<file path="config.mk">
export PLATFORM = sky130hd
export DESIGN_NAME = tail_light_seq
export DESIGN_NICKNAME = d
export VERILOG_FILES = /design/src/rtl/tail_light_seq.sv
export SDC_FILE = /design/constraint.sdc
export NUM_CORES = 1
export LEC_CHECK = 0
export ABC_AREA = 0
export CORE_AREA = 2 2 39 41
export CTS_BUF_LIST = sky130_fd_sc_hd__clkbuf_8
export CTS_CLUSTER_DIAMETER = 100
export DETAILED_ROUTE_END_ITERATION = 10
export DIE_AREA = 0 0 41 43
export PLACE_DENSITY = 0.62
export SYNTH_ARGS = -nofsm -noshare
export SYNTH_HDL_FRONTEND = slang
export SYNTH_SLANG_ARGS = --single-unit
export TNS_END_PERCENT = 5
</file>
<file path="constraint.sdc">
create_clock -name clk -period 4.2 [get_ports clk]
set_input_delay 0.42 -clock clk [delete_from_list [all_inputs] [get_ports clk]]
set_output_delay 0.42 -clock clk [all_outputs]
set_load 0.02 [all_outputs]
</file>
<file path="src/rtl/tail_light_seq.sv">
// Sequential turn/hazard/brake lamp controller for N lamps per side.
// Lamp patterns are registered from the next state; only brake reaches y combinationally.
module tail_light_seq #(
    parameter int N     = 3,
    parameter int DIV   = 1,
    parameter int DIV_W = 8
) (
    input  logic           clk,
    input  logic           reset,
    input  logic           left,
    input  logic           right,
    input  logic           brake,
    output logic [2*N-1:0] y,
    output logic           busy
);
    localparam int                SW       = $clog2(N + 2);
    localparam logic [SW-1:0]     STEP_ONE = SW'(1);
    localparam logic [SW-1:0]     STEP_OFF = SW'(N + 1);
    localparam logic [DIV_W-1:0]  CNT_LAST = DIV_W'(DIV - 1);

    typedef enum logic [1:0] {
        IDLE  = 2'd0,
        LEFT  = 2'd1,
        RIGHT = 2'd2,
        HAZ   = 2'd3
    } state_t;

    typedef struct packed {
        state_t        state;
        logic [SW-1:0] step;
    } seq_t;

    seq_t             seq;
    seq_t             seq_next;
    logic [DIV_W-1:0] cnt;
    logic             tick;
    logic             illegal;
    logic             decode_now;
    logic [N-1:0]     lpat;
    logic [N-1:0]     rpat;
    logic             lact;
    logic             ract;

    // Bit i of the returned vector is lit when i < step during a lit phase.
    function automatic logic [N-1:0] thermo(input logic [SW-1:0] step);
        logic [N-1:0] t;
        logic         lit;
        lit = (step >= STEP_ONE) && (step < STEP_OFF);
        for (int i = 0; i < N; i++) begin
            t[i] = lit && (int'(step) > i);
        end
        return t;
    endfunction

    // Right side grows outward from y[N-1], i.e. the mirrored thermometer.
    function automatic logic [N-1:0] mirror(input logic [N-1:0] v);
        logic [N-1:0] m;
        for (int i = 0; i < N; i++) begin
            m[N-1-i] = v[i];
        end
        return m;
    endfunction

    assign tick       = (cnt == CNT_LAST);
    assign illegal    = (seq.step > STEP_OFF) || ((seq.state == IDLE) != (seq.step == '0));
    assign decode_now = (seq.state == IDLE) || (seq.step == STEP_OFF);

    always_comb begin
        seq_next = seq;
        if (illegal) begin
            seq_next.state = IDLE;
            seq_next.step  = '0;
        end else if (tick) begin
            if (decode_now) begin
                seq_next.step = STEP_ONE;
                if (left && right) begin
                    seq_next.state = HAZ;
                end else if (left) begin
                    seq_next.state = LEFT;
                end else if (right) begin
                    seq_next.state = RIGHT;
                end else begin
                    seq_next.state = IDLE;
                    seq_next.step  = '0;
                end
            end else begin
                seq_next.step = seq.step + STEP_ONE;
            end
        end
    end

    always_ff @(posedge clk or negedge reset) begin
        if (!reset) begin
            cnt  <= '0;
            seq  <= '0;
            lpat <= '0;
            rpat <= '0;
            lact <= 1'b0;
            ract <= 1'b0;
            busy <= 1'b0;
        end else begin
            // An out-of-range count also folds back to zero.
            cnt  <= (cnt >= CNT_LAST) ? '0 : cnt + DIV_W'(1);
            seq  <= seq_next;
            lpat <= thermo(seq_next.step);
            rpat <= mirror(thermo(seq_next.step));
            lact <= (seq_next.state == LEFT) || (seq_next.state == HAZ);
            ract <= (seq_next.state == RIGHT) || (seq_next.state == HAZ);
            busy <= (seq_next.state != IDLE);
        end
    end

    // A side not owned by the running sequence shows brake on all its lamps.
    assign y[2*N-1:N] = lact ? lpat : {N{brake}};
    assign y[N-1:0]   = ract ? rpat : {N{brake}};

endmodule

</file>
==> results.py <==
metrics = {
    "run_status": {
        "status": "finished, final reports clean",
    },
    "synth": {
        "yosys-top-cells-area": "dfrtp_1 (50%), nand2_1 (9.8%), ha_1 (5.0%), a32o_1 (4.0%), inv_1 (3.8%)",
        "syn_area_per_cell_um2": 9.789,
        "synthArstFlopShare": 1.000,
        "ys.flop_type": "dfrtp_1",
        "yosysTopAreaCell": "dfrtp_1",
        "syn-cell-area_um2": 499.2,
        "synth_most_common_cell": "nand2_1",
        "synth_warnings": 0,
        "ys_seq_elements": 10,
        "synth_top_area_frac": 0.5013,
        "syn_inst": 51,
        "synthDistinctLibCells": 19,
        "synth-edff-count": 0,
        "yosysSeqAreaShare": 0.5013,
        "syn_nets": 58,
        "synth_common_cells": "nand2_1 (13), dfrtp_1 (10), inv_1 (5)",
    },
    "worst_setup_path": {
        "critPathKind": "input port to output port",
        "crit_arrival_ns": 1.65,
        "slowest_stage": "clkdlybuf4s50_1",
        "cp-start-kind": "input port",
        "slowest_delay_ns": 0.59,
        "cp_max_fo": 3,
        "cp_common_cell": "clkdlybuf4s50_1",
        "cp_top_family": "buffers and inverters",
        "end_kind": "output port",
        "cp_cell_sequence": "clkdlybuf4s50_1 -> nand2b_1 -> nand2_1 -> clkdlybuf4s50_1",
        "critPathRequiredTime_ns": 3.78,
        "cp_num_buf_inv": 2,
    },
    "route": {
        "drc": 0,
        "final_antenna_net_count": 0,
        "drtIter0Drc": 9,
        "firstDrtPassIters": 4,
        "vias_per_cell": 4.848,
        "drt_wl_total_um": 914,
        "wl_per_cell_um": 11.57,
        "via_count": 383,
    },
    "cts": {
        "cts_tree": "done",
        "post-cts-setup-buffers": 0,
        "cts.clk_slew.worst_paths_ns": 0.04,
        "cts-root-buf": "clkbuf_8",
        "cts_sinks": 10,
        "hold_buffers": 0,
        "cts_resized": 0,
        "insertion_delay_ns": 0.23,
        "clockBufferDepth": 2,
        "cts_buffers": 3,
        "htreeDepth": 1,
    },
    "sta": {
        "setup_viol": 0,
        "hold_viol_final": 0,
        "period_share": 0.4933,
        "slew_violations": 0,
        "worst_pin_slew_ns": 0.4508,
        "relSlewSlack": 0.6985,
        "fin_setup_tns_ns": 0,
        "rsz0062_at_grt": "no",
        "layout_min_cycle_time_ns": 2.072,
        "final.setup_skew_ns": 0.0007327,
        "hold_ws_ns": 0.5054,
        "max_freq_mhz": 482.6,
    },
    "pwr": {
        "p_sw_frac": 0.3860,
        "ir_worst_vdd_mv": 0.3312,
        "clock_power_share": 0.194,
        "leakagePower_nw": 0.3210,
        "power.density_nw_per_um2": 760.5,
        "p_seq_frac": 0.333,
        "p_sw_uw": 193.2,
        "p_int_uw": 307.3,
        "p_comb_frac": 0.473,
    },
    "layout": {
        "register_area_um2": 250.2,
        "multiInputGateArea_um2": 217.7,
        "n_fill_cell": 128,
        "fin_nets": 72,
        "antenna_cells": 0,
        "drive_gt1_frac": 0.09524,
        "fin_area_um2": 658.1,
        "area_growth_pct": 31.83,
        "fin_cells": 79,
    },
    "placement": {
        "dp.cells": 76,
        "hpwlAfterDp_um": 683.6,
        "place_area_um2": 616.8,
        "io_buffers": 11,
        "gp_congestion": 0.6978,
    },
    "global_routing": {
        "antenna_found_initial": 0,
        "grt_start_max_net_pins": 11,
        "grt_pass1_vias": 345,
        "overflow": 0,
        "grt_pass1_wl_mm": 1.414,
        "track_usage": 0.1286,
    },
    "floorplan": {
        "dieArea_um2": 1763,
        "initial_utilization": 0.3608,
        "core_area_um2": 1384,
        "die_w_um": 41,
        "num_io_pins": 12,
        "die_h_um": 43,
        "core.rowCount": 14,
    },
    "run": {
        "maxCapViolCount": 0,
    },
    "hold_path": {
        "min-delay-path-class": "input port to async pin",
    },
}
## through the flow
step                utilization  power, mW  setup slack [ns]
floorplan                     -     0.3283             2.818
global placement         0.4458     0.4018             2.121
detailed placement       0.4458     0.4029             2.119
CTS                      0.4756     0.5027             2.117
global route             0.4756     0.5338             2.052
finish                   0.4756     0.5005             2.128
## worst paths after layout
kind | start | endpoint | slack [ns] | cells past startpoint
max in group asynchronous | reset | seq[2] | 3.39 | 1
min in group clk | seq[4] | ract | 0.62 | 1
min | reset | seq[4] | 0.51 | 1
min reg2reg | seq[4] | ract | 0.62 | 1
max reg2reg | seq[0] | lpat[0] | 2.65 | 6
max | brake | y[5] | 2.13 | 4
## layout by cell type, fill, tap and decap left out
cell and count:
ha_1 2, inv_1 5, a32o_1 2, clkdlybuf4s50_1 11, dfrtp_1 10, clkbuf_8 3
o211ai_1 1, xor2_2 1, nand2_1 13, mux2i_1 1, nor2_2 1, nor2_1 3
nand2b_1 3, a32o_2 1, or2_1 1, nor3b_1 2, o21ai_0 1, o21bai_1 1
o2bb2ai_1 1
## worst reg2reg max path, cell delays in order (launching register included)
cell and delay [ns]:
dfrtp_1 0.39, inv_1 0.06, ha_1 0.30, o2bb2ai_1 0.17, mux2i_1 0.21, o211ai_1 0.15, o21ai_0 0.19
## cell type report
| class | instances | share of cell area |
|---|---|---|
| Sequential cell | 10 | 0.3802 |
| Inverter | 5 | 0.02852 |
| Tap cell | 16 | 0.03042 |
| Multi-Input combinational cell | 34 | 0.3308 |
| Clock buffer | 3 | 0.06274 |
| Timing Repair Buffer | 11 | 0.1673 |
## routing by layer
| layer | wire [µm] | track usage |
|---|---|---|
| met1 | 391 | 0.1458 |
| met4 | 14 | 0.1200 |
| met3 | 44 | 0.03141 |
| met5 | 0 | 0 |
| met2 | 463 | 0.1844 |
## power groups by stage
stage | sequential, mW | combinational, mW | clock, mW
2_1_floorplan | 0.161 | 0.167 | 0
3_3_place_gp | 0.167 | 0.234 | 0
3_5_place_dp | 0.168 | 0.235 | 0
4_1_cts | 0.167 | 0.239 | 0.0974
5_1_grt | 0.171 | 0.262 | 0.101
6_report | 0.167 | 0.237 | 0.0970
## logic make-up after synthesis
kind of cell    share of synthesized area
compound gates                     0.1203
mux                               0.02005
xor+xnor                          0.03259
flops                              0.5013
fa+ha+maj                         0.05012
simple gates                       0.2130
buf+inv                           0.06266
## registers in the layout, indices dropped and copies added, names as in the netlist
name	count
seq	5
lpat	2
rpat	1
ract	1
busy	1
Power figures use the tool's default switching activity.
